--- src/rtl/bomber_pkg.sv ---
// Shared scancodes, decoder state, key-state struct and play-area geometry
// for the two-player sprite movement slice.
package bomber_pkg;

    localparam int HACTIVE = 800;
    localparam int VACTIVE = 600;

    localparam logic [7:0] SC_E0    = 8'hE0;
    localparam logic [7:0] SC_F0    = 8'hF0;
    localparam logic [7:0] SC_W     = 8'h1D;
    localparam logic [7:0] SC_S     = 8'h1B;
    localparam logic [7:0] SC_A     = 8'h1C;
    localparam logic [7:0] SC_D     = 8'h23;
    localparam logic [7:0] SC_SPACE = 8'h29;
    localparam logic [7:0] SC_ENTER = 8'h5A;
    localparam logic [7:0] SC_UP    = 8'h75;
    localparam logic [7:0] SC_DOWN  = 8'h72;
    localparam logic [7:0] SC_LEFT  = 8'h6B;
    localparam logic [7:0] SC_RIGHT = 8'h74;

    typedef enum logic [1:0] {IDLE, EXT, BRK, EXT_BRK} dec_state_t;

    typedef struct packed {
        logic up;
        logic down;
        logic left;
        logic right;
        logic bomb;
    } keys_t;

    typedef enum logic [2:0] {K_NONE, K_UP, K_DOWN, K_LEFT, K_RIGHT, K_BOMB} key_id_t;

    typedef struct packed {
        logic    player;
        key_id_t key;
    } key_hit_t;

    // Arrow keys only count with the E0 prefix; everything else only without it.
    function automatic key_hit_t key_lookup(input logic [7:0] code, input logic ext);
        key_hit_t h;
        h.player = 1'b0;
        h.key    = K_NONE;
        if (!ext) begin
            case (code)
                SC_W:     h.key = K_UP;
                SC_S:     h.key = K_DOWN;
                SC_A:     h.key = K_LEFT;
                SC_D:     h.key = K_RIGHT;
                SC_SPACE: h.key = K_BOMB;
                SC_ENTER: begin h.player = 1'b1; h.key = K_BOMB; end
                default:  h.key = K_NONE;
            endcase
        end else begin
            h.player = 1'b1;
            case (code)
                SC_UP:    h.key = K_UP;
                SC_DOWN:  h.key = K_DOWN;
                SC_LEFT:  h.key = K_LEFT;
                SC_RIGHT: h.key = K_RIGHT;
                default:  h.key = K_NONE;
            endcase
        end
        return h;
    endfunction

    function automatic keys_t set_key(input keys_t k, input key_id_t id, input logic v);
        keys_t r;
        r = k;
        case (id)
            K_UP:    r.up    = v;
            K_DOWN:  r.down  = v;
            K_LEFT:  r.left  = v;
            K_RIGHT: r.right = v;
            K_BOMB:  r.bomb  = v;
            default: r = k;
        endcase
        return r;
    endfunction

endpackage

--- src/rtl/player_move_sched_if.sv ---
// Keyboard byte stream from the PS/2 receiver.
interface player_move_sched_if;
    logic [7:0] data_out;
    logic       data_valid;

    modport master (output data_out, output data_valid);
    modport slave  (input  data_out, input  data_valid);
endinterface

--- src/rtl/ps2_key_decoder.sv ---
// Set-2 scancode decoder: tracks E0/F0 prefixes and holds per-player key state,
// flagging the press edge of each bomb key.
module ps2_key_decoder
    import bomber_pkg::*;
(
    input  logic       clk,
    input  logic       reset,
    input  logic [7:0] data_out,
    input  logic       data_valid,
    output keys_t      p1_keys,
    output keys_t      p2_keys,
    output logic       p1_bomb_press,
    output logic       p2_bomb_press
);

    dec_state_t state, state_nx;
    keys_t      p1_nx, p2_nx;
    key_hit_t   hit;
    logic       do_set, do_clr;

    always_ff @(posedge clk or posedge reset) begin
        if (reset) begin
            state   <= IDLE;
            p1_keys <= '0;
            p2_keys <= '0;
        end else begin
            state   <= state_nx;
            p1_keys <= p1_nx;
            p2_keys <= p2_nx;
        end
    end

    always_comb begin
        state_nx = state;
        do_set   = 1'b0;
        do_clr   = 1'b0;
        hit      = key_lookup(data_out, (state == EXT) || (state == EXT_BRK));
        if (data_valid) begin
            case (state)
                IDLE: begin
                    if (data_out == SC_E0)      state_nx = EXT;
                    else if (data_out == SC_F0) state_nx = BRK;
                    else                        do_set   = 1'b1;
                end
                EXT: begin
                    if (data_out == SC_F0) begin
                        state_nx = EXT_BRK;
                    end else begin
                        do_set   = 1'b1;
                        state_nx = IDLE;
                    end
                end
                BRK, EXT_BRK: begin
                    do_clr   = 1'b1;
                    state_nx = IDLE;
                end
                default: state_nx = IDLE;
            endcase
        end
    end

    always_comb begin
        p1_nx         = p1_keys;
        p2_nx         = p2_keys;
        p1_bomb_press = 1'b0;
        p2_bomb_press = 1'b0;
        if ((do_set || do_clr) && hit.key != K_NONE) begin
            if (!hit.player) begin
                p1_bomb_press = do_set && (hit.key == K_BOMB) && !p1_keys.bomb;
                p1_nx         = set_key(p1_keys, hit.key, do_set);
            end else begin
                p2_bomb_press = do_set && (hit.key == K_BOMB) && !p2_keys.bomb;
                p2_nx         = set_key(p2_keys, hit.key, do_set);
            end
        end
    end

endmodule

--- src/rtl/player_move_sched.sv ---
// Per-frame movement of two player sprites with clamping, priority-based
// collision arbitration and one-shot bomb requests, all committed on EOF.
module player_move_sched
    import bomber_pkg::keys_t;
#(
    parameter int HACTIVE = bomber_pkg::HACTIVE,
    parameter int VACTIVE = bomber_pkg::VACTIVE,
    parameter int SIZE    = 32,
    parameter int STEP    = 2,
    parameter int P1_X0   = 100,
    parameter int P1_Y0   = 100,
    parameter int P2_X0   = 668,
    parameter int P2_Y0   = 468
) (
    input  logic                clk,
    input  logic                reset,
    input  logic                EOF,
    player_move_sched_if.slave  kbd,
    output logic signed [10:0]  p1X,
    output logic signed [10:0]  p1Y,
    output logic signed [10:0]  p2X,
    output logic signed [10:0]  p2Y,
    output logic                p1_bomb,
    output logic                p2_bomb,
    output logic                prio
);

    keys_t p1_keys, p2_keys;
    logic  p1_bomb_press, p2_bomb_press;
    logic  p1_pend, p2_pend;

    ps2_key_decoder u_dec (
        .clk           (clk),
        .reset         (reset),
        .data_out      (kbd.data_out),
        .data_valid    (kbd.data_valid),
        .p1_keys       (p1_keys),
        .p2_keys       (p2_keys),
        .p1_bomb_press (p1_bomb_press),
        .p2_bomb_press (p2_bomb_press)
    );

    function automatic logic signed [10:0] step_axis(input logic signed [10:0] pos,
                                                     input logic inc, input logic dec,
                                                     input int lim);
        int c;
        c = int'(pos);
        if (inc && !dec)      c = c + STEP;
        else if (dec && !inc) c = c - STEP;
        if (c < 0)            c = 0;
        else if (c > lim)     c = lim;
        return c[10:0];
    endfunction

    function automatic logic overlaps(input logic signed [10:0] ax, input logic signed [10:0] ay,
                                      input logic signed [10:0] bx, input logic signed [10:0] by);
        int dx, dy;
        dx = int'(ax) - int'(bx);
        dy = int'(ay) - int'(by);
        if (dx < 0) dx = -dx;
        if (dy < 0) dy = -dy;
        return (dx < SIZE) && (dy < SIZE);
    endfunction

    logic signed [10:0] c1x, c1y, c2x, c2y;
    logic signed [10:0] r1x, r1y, r2x, r2y;

    // The priority player resolves against the other's old position; the other
    // then resolves against the priority player's new position.
    always_comb begin
        c1x = step_axis(p1X, p1_keys.right, p1_keys.left, HACTIVE - SIZE);
        c1y = step_axis(p1Y, p1_keys.down,  p1_keys.up,   VACTIVE - SIZE);
        c2x = step_axis(p2X, p2_keys.right, p2_keys.left, HACTIVE - SIZE);
        c2y = step_axis(p2Y, p2_keys.down,  p2_keys.up,   VACTIVE - SIZE);
        r1x = p1X;
        r1y = p1Y;
        r2x = p2X;
        r2y = p2Y;
        if (!prio) begin
            if (!overlaps(c1x, c1y, p2X, p2Y)) begin r1x = c1x; r1y = c1y; end
            if (!overlaps(c2x, c2y, r1x, r1y)) begin r2x = c2x; r2y = c2y; end
        end else begin
            if (!overlaps(c2x, c2y, p1X, p1Y)) begin r2x = c2x; r2y = c2y; end
            if (!overlaps(c1x, c1y, r2x, r2y)) begin r1x = c1x; r1y = c1y; end
        end
    end

    always_ff @(posedge clk or posedge reset) begin
        if (reset) begin
            p1X     <= 11'(P1_X0);
            p1Y     <= 11'(P1_Y0);
            p2X     <= 11'(P2_X0);
            p2Y     <= 11'(P2_Y0);
            p1_bomb <= 1'b0;
            p2_bomb <= 1'b0;
            p1_pend <= 1'b0;
            p2_pend <= 1'b0;
            prio    <= 1'b0;
        end else begin
            // A press landing on the EOF cycle belongs to the next frame.
            p1_pend <= (p1_pend & ~EOF) | p1_bomb_press;
            p2_pend <= (p2_pend & ~EOF) | p2_bomb_press;
            p1_bomb <= EOF & p1_pend;
            p2_bomb <= EOF & p2_pend;
            if (EOF) begin
                p1X  <= r1x;
                p1Y  <= r1y;
                p2X  <= r2x;
                p2Y  <= r2y;
                prio <= ~prio;
            end
        end
    end

endmodule
--- src/flat_wrapper.sv ---
// flat-port wrapper written by rule: the top's interface ports become plain ports
module player_move_sched_flat import bomber_pkg::keys_t;
#(
    parameter int HACTIVE = bomber_pkg::HACTIVE,
    parameter int VACTIVE = bomber_pkg::VACTIVE,
    parameter int SIZE    = 32,
    parameter int STEP    = 2,
    parameter int P1_X0   = 100,
    parameter int P1_Y0   = 100,
    parameter int P2_X0   = 668,
    parameter int P2_Y0   = 468
)
  (clk, reset, EOF, p1X, p1Y, p2X, p2Y, p1_bomb, p2_bomb, prio, kbd_data_out, kbd_data_valid);
  player_move_sched_if kbd_i ();
  input  logic clk;
  input  logic reset;
  input  logic EOF;
  output logic signed [10:0] p1X;
  output logic signed [10:0] p1Y;
  output logic signed [10:0] p2X;
  output logic signed [10:0] p2Y;
  output logic p1_bomb;
  output logic p2_bomb;
  output logic prio;
  input wire logic [$bits(kbd_i.data_out)-1:0] kbd_data_out;
  input wire logic [$bits(kbd_i.data_valid)-1:0] kbd_data_valid;
  assign kbd_i.data_out = kbd_data_out;
  assign kbd_i.data_valid = kbd_data_valid;
  player_move_sched #(.HACTIVE(HACTIVE), .VACTIVE(VACTIVE), .SIZE(SIZE), .STEP(STEP), .P1_X0(P1_X0), .P1_Y0(P1_Y0), .P2_X0(P2_X0), .P2_Y0(P2_Y0)) u_core (.clk(clk), .reset(reset), .EOF(EOF), .kbd(kbd_i), .p1X(p1X), .p1Y(p1Y), .p2X(p2X), .p2Y(p2Y), .p1_bomb(p1_bomb), .p2_bomb(p2_bomb), .prio(prio));
endmodule
--- config.mk ---
export PLATFORM = sky130hd
export DESIGN_NAME = player_move_sched_flat
export DESIGN_NICKNAME = d
export VERILOG_FILES = /design/src/rtl/bomber_pkg.sv /design/src/rtl/player_move_sched_if.sv /design/src/rtl/ps2_key_decoder.sv /design/src/rtl/player_move_sched.sv /design/src/flat_wrapper.sv
export SDC_FILE = /design/constraint.sdc
export NUM_CORES = 1
export LEC_CHECK = 0
export CORE_MARGIN = 10
export CORE_UTILIZATION = 40
export CTS_CLUSTER_SIZE = 40
export DETAILED_ROUTE_END_ITERATION = 8
export PLACE_DENSITY = 0.55
export SETUP_SLACK_MARGIN = 0.3
export SLEW_MARGIN = 5
export SYNTH_ARGS = -nofsm -noshare
export SYNTH_HDL_FRONTEND = slang
export SYNTH_SLANG_ARGS = --single-unit
--- constraint.sdc ---
create_clock -name clk -period 10.7 [get_ports clk]
set_input_delay 1.605 -clock clk [delete_from_list [all_inputs] [get_ports clk]]
set_output_delay 1.605 -clock clk [all_outputs]
set_load 0.05 [all_outputs]
==> results_dict.tcl, run 1 <==
set metrics [dict create \
    status "finished clean" \
    nNetsFinal 1538 \
    htreeDepth 3 \
    hold_buffers 0 \
    worstHoldStart "u_core.u_dec.p2_keys[0]" \
    fin_cells 1763 \
    port_buffers 58 \
    hold_viol_final 0 \
    grt_pass1_vias 9714 \
    mostFrequentLayoutCell "inv_1" \
    synth_area_um2 10300 \
    clk_path_buf_depth 2 \
    clk_pin_slew_ps 60 \
    tightest_slew_ps 892 \
    power.density_nw_per_um2 307 \
    path_class "reg2reg" \
    period_share_pct 90.3 \
    place_inst 1746 \
    grt_max_degree 62 \
    cp_max_fo 22 \
    vias_per_cell 5.89 \
    cts.sinks 61 \
    synth_top_area_share_pct 10.9 \
    synthFlopType "dfrtp_1" \
    wl_um 33000 \
    synth_top_area_cell "dfrtp_1" \
    synth_edf_count 0 \
    ys_async_sr_fraction_pct 100 \
    synth_cell_types 107 \
    layout_common_cells "123 x inv_1, 120 x nor2_1, 90 x ha_1" \
    power_leakage_nw 4.98 \
    die_w_um 181 \
    initial_utilization_pct 40.9 \
    synthCells 1364 \
    drv_cap 0 \
    avgRoutedWirePerCell_um 18.7 \
    root_buffer "clkbuf_16" \
    ys.warnings.count 0 \
    core_area_um2 25300 \
    tns_ps 0 \
    rsz0062_at_grt "no" \
    avgSynthCellArea_um2 7.59 \
    grt_usage_pct 19.3 \
    layout-drive-gt1-share_pct 10.7 \
    crit_family "compound AO/OA/AOI/OAI gates" \
    ys_seq_area_share_pct 14.9 \
    fin_worst_skew_ps 12.8 \
    setup_viol 0 \
    max_freq_ghz 0.103 \
    r2r_setup_slack_ps 1040 \
    ant_nets 0 \
    dr.pass1.iters 5 \
    gr-total-overflow 0 \
    cp-end-kind "flip-flop" \
    final_core_util_pct 46.7 \
    ys_seq_elements 61 \
    cp_data_required_time_ps 10930 \
    netlist_top_cells_area "dfrtp_1 11%, ha_1 11%, inv_1 4.5%" \
    die_h_um 181 \
    clk_latency_ps 350 \
    cts_tree "yes" \
    start_kind "flip-flop" \
    critical_path_buf_inv_count 5 \
    place_congestion 0.895 \
    grt_pass1_wl_um 52400 \
    slew-limit-headroom_pct 40.5 \
    via_count 10400 \
    ios 59 \
    min_period_ps 9660 \
    syn2layout_area_growth_pct 14.3 \
    hp-class "reg2reg" \
    reg2reg_from "u_core.p1Y[3]" \
    crit_arrival_ps 9900 \
    drc 0 \
    critPathLaunch "u_core.p1Y[3]" \
    ir_worst_vdd_mv 0.152 \
    post-dp-hpwl_um 25900 \
    die-area_um2 32700 \
    grt_antenna_before_repair 0 \
    cts_made_buffers 9 \
    maxSlewViolCount 0 \
    slowest_delay_ps 650 \
    std_cell_rows 58 \
    drtIter0Drc 739 \
    antenna_cells 0 \
    critPathSlowestCell "or4b_1" \
]
==> what timing repair did <==
action	in CTS	in global routing
buffers inserted	0	1
cloned	0	0
gates resized for setup	1	18
setup endpoints to repair	7	22
pin swaps	0	1
==> cells by family after synthesis <==
logic type,synth area share [%]
simple gates,26.2
compound gates,25.9
buf+inv,6.48
fa+ha+maj,12.6
mux,7.80
xor+xnor,6.01
flops,14.9
other cells,0.0362
==> worst reg2reg max path, delay by kind of cell, from the launching register on <==
family,cells,cell delay (ps)
simple gates,9,2850
xor+xnor,1,170
flops,1,540
fa+ha+maj,3,1160
mux,1,330
compound gates,14,3710
buf+inv,5,760
==> synth_stat cells (17+ instances only) <==
library cell and number:
ha_1 90, nand3_1 37, nor4_1 25, nand4_1 17, dfrtp_1 45, o22ai_1 17
and3_1 25, nor3_1 46, a21oi_1 84, xor2_1 26, mux2i_1 30, nand2_1 87
a21boi_0 17, mux2_2 32, clkbuf_1 31, nor2b_1 23, nor2_1 121, inv_1 124
nand2b_1 20, o21ai_0 64, a21o_1 23, xnor2_1 45
==> final timing paths <==
kind                       cells after the start                 endpoint
max in group asynchronous                      3            u_core.p2X[1]
min in group asynchronous                      3  u_core.u_dec.p2_keys[3]
setup reg to reg                              33            u_core.p2X[8]
hold reg to reg                                1           u_core.p2_pend
setup / recovery                              33            u_core.p2X[8]
hold / removal                                 1           u_core.p2_pend
==> stage by stage <==
step                      worst slack [ps]  hold slack (ps)  instance area (um2)  total power, mW
final                                 1040              469                11800             3.63
after global placement                 689              465                11400             3.23
after CTS                              463              471                11800             3.60
after floorplan                       1160              440                10400             2.59
after detailed placement               328              465                11400             3.24
after global routing                   305              499                11800             3.97
==> layout make-up <==
class                      count  area (um2)
clock buffer                  12         256
clock inverter                 4        70.1
fill                        2538       13500
inverter                     127         477
multi-input combinational   1137        8210
sequential                    61        1550
tap                          330         413
timing repair buffer          92         852
==> metal layers <==
metal | global-route usage [%] | routed length (um) | vias up
li1 | - | - | 5203
met1 | 24.6 | 15300 | 4915
met2 | 33.5 | 15900 | 238
met3 | 3.06 | 1330 | 30
met4 | 3.67 | 485 | 0
met5 | 0 | 0 | -
==> sequential cells by signal (all words and copies together) (netlist names) <==
name and count:
u_core.u_dec.p1_keys 5, u_core.p1_bomb 1, u_core.prio 1, u_core.u_dec.p2_keys 5
u_core.p2X 11, u_core.u_dec.state 2, u_core.p1X 11, u_core.p1Y 11
u_core.p2_bomb 1, u_core.p2Y 11, u_core.p2_pend 1, u_core.p1_pend 1
==> where the power goes <==
group	leakage, nW	switching [mW]	internal (mW)
logic	4.06	1.73	1.20
registers	0.752	0.0857	0.276
clock network	0.163	0.119	0.216
Note: power is estimated with default switching activity, not from simulation.
==> inputs of run 2 (changes only) <==
- HOLD_SLACK_MARGIN: unset -> 0.15
==> results of run 2 <==
The final DEF is identical to that of run 1; final timing and power are the same.
==> edit 1 (flow settings as in run 1) <==
Encoding of `dec_state_t`: now one-hot (4 bits for 4 states).
--- a/src/rtl/bomber_pkg.sv
+++ b/src/rtl/bomber_pkg.sv
@@ -18,7 +18,7 @@
     localparam logic [7:0] SC_LEFT  = 8'h6B;
     localparam logic [7:0] SC_RIGHT = 8'h74;
 
-    typedef enum logic [1:0] {IDLE, EXT, BRK, EXT_BRK} dec_state_t;
+    typedef enum logic [3:0] {IDLE = 4'b0001, EXT = 4'b0010, BRK = 4'b0100, EXT_BRK = 4'b1000} dec_state_t;
 
     typedef struct packed {
         logic up;
Check against the original RTL: same outputs for any inputs over 4 cycles, from zero or initial values and one cycle with reset high; so few cycles prove little.
==> edit 1 against run 1 <==
- routed wire length fell by 2.6%
- core utilization barely moved
- worst setup slack got worse by 90 ps
- fmax fell by 0.93%
- area after synthesis fell by 2.1%
- sequential cell count rose by 2
- total power fell by 40%
- cell area fell by 1.2%
==> edit 1: results <==
[run_status]
status = "finished, final reports clean"

[synth]
seq_area_frac_synth_pct = 15.8
syn_inst = 1344
synth_compound_area_share_pct = 25.3
synth.area.top_cells = "dfrtp_1, ha_1, xnor2_1, a21oi_1, dfstp_2"
synth_ff_type = "dfrtp_1"
synthDistinctLibCells = 89
synthAdderAreaFrac_pct = 13.2
synth_commonest_cells = "inv_1, nor2_1, nand2_1"
muxShareOfSynthArea_pct = 5.97

[worst_setup_path]
reg2reg_depth = 45
max_stage_delay_ps = 630
critPathSlowestCell = "dfstp_2"
rrSetupSlack_ps = 940
timing.rr.start = "u_core.p2X[2]"
cp.arrival_ps = 9990
r2r-end = "u_core.p1X[8]"

[global_routing]
grt_use_total_pct = 19.6
grt_use_met3_pct = 2.38
grt_max_degree = 64
grt_use_met1_pct = 27.0
grt_pass1_wl_um = 50500
grt_pass1_vias = 9590
gr-usage-met2_pct = 31.1

[final_layout]
fin_nets = 1526
final_cell_count_no_fill = 1751
layout-drive-gt1-share_pct = 10.3

[placed_design]
dp.cells = 1731
gp_congestion = 0.916
place_area_mm2 = 0.0113
dpl.hpwl_um = 25100
place_worst_setup_slack_ps = 30.3

[clock_network]
ctsRootBufferMaster = "clkbuf_16"
clk_pin_slew_ps = 80
cts_buffers = 9
cts_resized = 2
clock_latency_ps = 360

[timing]
worst_pin_slew_ps = 918
clock_skew_ps = 21.0
holdWs_ps = 480

[drt]
routed.top_layer = "met4"
drt-pass1-iter-count = 5
detail_route.wl_per_cell_um = 18.4
wl_met3_um = 1610
drc = 0
drt_iter0_drc = 723
via_count = 10200
wl_met1_um = 15400
wl_met2_um = 14500

[power]
p_switching_mw = 1.14
combPwrFrac_pct = 71.2
vdd.ir_drop.worst_uv = 88.5
power.leakage_nw = 5.05
p_total_mw = 2.19

[min_path]
hold_end = "u_core.p1_pend"
hp-class = "reg2reg"
min_from = "u_core.u_dec.p1_keys[0]"
## edit 1: worst max-delay path by stage
| stage | start | end | slack (ps) | cells after the start |
|---|---|---|---|---|
| floorplan | u_core.p1Y[1] | u_core.p2Y[3] | 950 | 37 |
| global placement | u_core.u_dec.p2_keys[3] | u_core.p1Y[7] | 20 | 46 |
| detailed placement | u_core.u_dec.p2_keys[3] | u_core.p1Y[7] | 30 | 46 |
| CTS | u_core.u_dec.p2_keys[3] | u_core.p1Y[7] | 400 | 46 |
| global route | u_core.p2Y[2] | u_core.p1X[8] | 280 | 48 |
| finish | u_core.p2X[2] | u_core.p1X[8] | 940 | 45 |
## edit 1: layout make-up
type | instances | area, um2
fill | 2510 | 13400
multi-input combinational | 1130 | 8080
sequential | 63 | 1600
timing repair buffer | 96 | 882
inverter | 116 | 435
tap | 330 | 413
clock buffer | 9 | 225
clock inverter | 7 | 48.8
==> edit 2 (settings of run 1) <==
Made on the original files. `P1_Y0` is set to 100 in 2 places; all go to 75.
--- a/src/rtl/player_move_sched.sv
+++ b/src/rtl/player_move_sched.sv
@@ -8,7 +8,7 @@
     parameter int SIZE    = 32,
     parameter int STEP    = 2,
     parameter int P1_X0   = 100,
-    parameter int P1_Y0   = 100,
+    parameter int P1_Y0   = 75,
     parameter int P2_X0   = 668,
     parameter int P2_Y0   = 468
 ) (
--- a/src/flat_wrapper.sv
+++ b/src/flat_wrapper.sv
@@ -6,7 +6,7 @@
     parameter int SIZE    = 32,
     parameter int STEP    = 2,
     parameter int P1_X0   = 100,
-    parameter int P1_Y0   = 100,
+    parameter int P1_Y0   = 75,
     parameter int P2_X0   = 668,
     parameter int P2_Y0   = 468
 )
Formal check against the unedited RTL: not equivalent (Yosys sat finds a counterexample within 4 cycles, from zero or initial values and one cycle with reset high).
==> edit 2 against run 1 <==
- area after synthesis is essentially flat
- highest routed layer unchanged
- synthesized cell count is the same
- total power shrank 0.29%
- clock power shrank 7.2%
- routed wire length grew 0.31%
- fmax shrank 0.18%
- cell area shrank 0.17%
- sequential cell count is the same
- largest power group unchanged
- worst setup slack lost 17 ps
==> edit 2: results <==
[worst_setup_path]
critPathSlowestCell = "dfstp_2"
r2r-end = "u_core.p2X[8]"
rrSetupSlack_ps = 1020
crit_fanout = 17
reg2reg_depth = 34
max_stage_delay_ps = 700
timing.rr.start = "u_core.p1Y[1]"
cp.arrival_ps = 9920

[power]
vdd.ir_drop.worst_uv = 132
p_switching_mw = 1.96
power.leakage_nw = 4.96

[min_path]
hold_depth = 1
min_from = "u_core.p2_pend"
hold_end = "u_core.p2_bomb"

[clock_network]
clock_latency_ps = 350
clk_pin_slew_ps = 60
ctsRootBufferMaster = "clkbuf_16"

[synth]
syn_inst = 1364
seq_area_frac_synth_pct = 15.0
synth.area.top_cells = "ha_1, dfrtp_1, inv_1, nor2_1, dfstp_2"
ys_warn_count = 0
async_flop_share_pct = 100
muxShareOfSynthArea_pct = 7.80
synth_commonest_cells = "inv_1, nor2_1, ha_1"
synthAdderAreaFrac_pct = 12.6
synth_top_family_by_area = "simple AND/OR/NAND/NOR gates"
synth_ff_type = "dfrtp_1"
synth_compound_area_share_pct = 25.9
synth-xor-area-share_pct = 6.01

[final_layout]
nMultiInputCombCells = 1137
clockBufferCount = 9
layout-drive-gt1-share_pct = 10.7
clock_area_share_pct = 2.54
buffers = 95
diodes = 0
fin_nets = 1541
nFlopsAndLatches = 61
seq_share_pct = 13.1
nFillCells = 2512
final_cell_count_no_fill = 1766
bufAreaShareNonClock_pct = 7.41
multi_input_area_share_pct = 69.4

[global_routing]
grt_use_met1_pct = 24.4
grt_use_total_pct = 19.5
grt_use_met3_pct = 3.24
grt_pass1_vias = 9874
gr-usage-met2_pct = 32.8
grt_pass1_wl_um = 53000
grt_max_degree = 62

[placed_design]
dp.cells = 1748
gp_congestion = 0.911
dpl.hpwl_um = 26300
portBuffers = 58

[drt]
detail_route.wl_per_cell_um = 18.8
drt_iter0_drc = 691
via_count = 10400

[timing]
clock_skew_ps = 11.6
slew_headroom_pct = 40.5

[run_status]
status = "finished, final reports clean"
[edit 2: cell count changes after synthesis, sizes merged]
cell / change
dfstp: +1
dfrtp: -1
[edit 2: how the worst max path moves through the flow]
stage                     cells after the start       endpoint  slack, ps     startpoint
after CTS                                    44  u_core.p1X[7]        490  u_core.p2Y[1]
after detailed placement                     44  u_core.p1X[4]        540  u_core.p2Y[1]
after global placement                       44  u_core.p1X[4]        820  u_core.p2Y[2]
final                                        34  u_core.p2X[8]       1020  u_core.p1Y[1]
after global routing                         44  u_core.p1X[7]        270  u_core.p2Y[2]
after floorplan                              47  u_core.p1X[4]       1160  u_core.p2Y[1]
[edit 2: worst max-delay path, delay by kind of cell (launching register included)]
family / cells / cell delay [ps]
compound gates: 12 / 3360
mux: 1 / 310
simple gates: 12 / 2830
flops: 1 / 700
buf+inv: 6 / 1000
fa+ha+maj: 3 / 1330
[edit 2: metal layers]
metal / wire, um / vias to the layer above / share of wire (%)
met5: 0 / - / 0
met4: 958 / 0 / 2.9
met3: 1480 / 47 / 4.5
met2: 15700 / 233 / 47
met1: 15000 / 4975 / 45
li1: - / 5178 / -
[edit 2: repair_timing]
item | 4_1_cts | 5_1_grt
setup endpoints to repair | 0 | 32
buffers inserted | 0 | 2
resized for setup | 0 | 16
[edit 2: power by group through the flow]
stage | clock network [mW] | registers, mW | logic, mW
after detailed placement | 0 | 0.366 | 2.88
after global routing | 0.325 | 0.371 | 3.28
final | 0.311 | 0.363 | 2.94
after floorplan | 0 | 0.446 | 2.14
after CTS | 0.317 | 0.362 | 2.90
after global placement | 0 | 0.365 | 2.87
[edit 2: per-stage QoR]
step	area, um2	setup WS [ps]	hold WS, ps
after floorplan	10400	1160	440
after global placement	11500	820	463
after detailed placement	11500	544	468
after CTS	11800	486	481
after global routing	11800	274	501
final	11800	1020	482
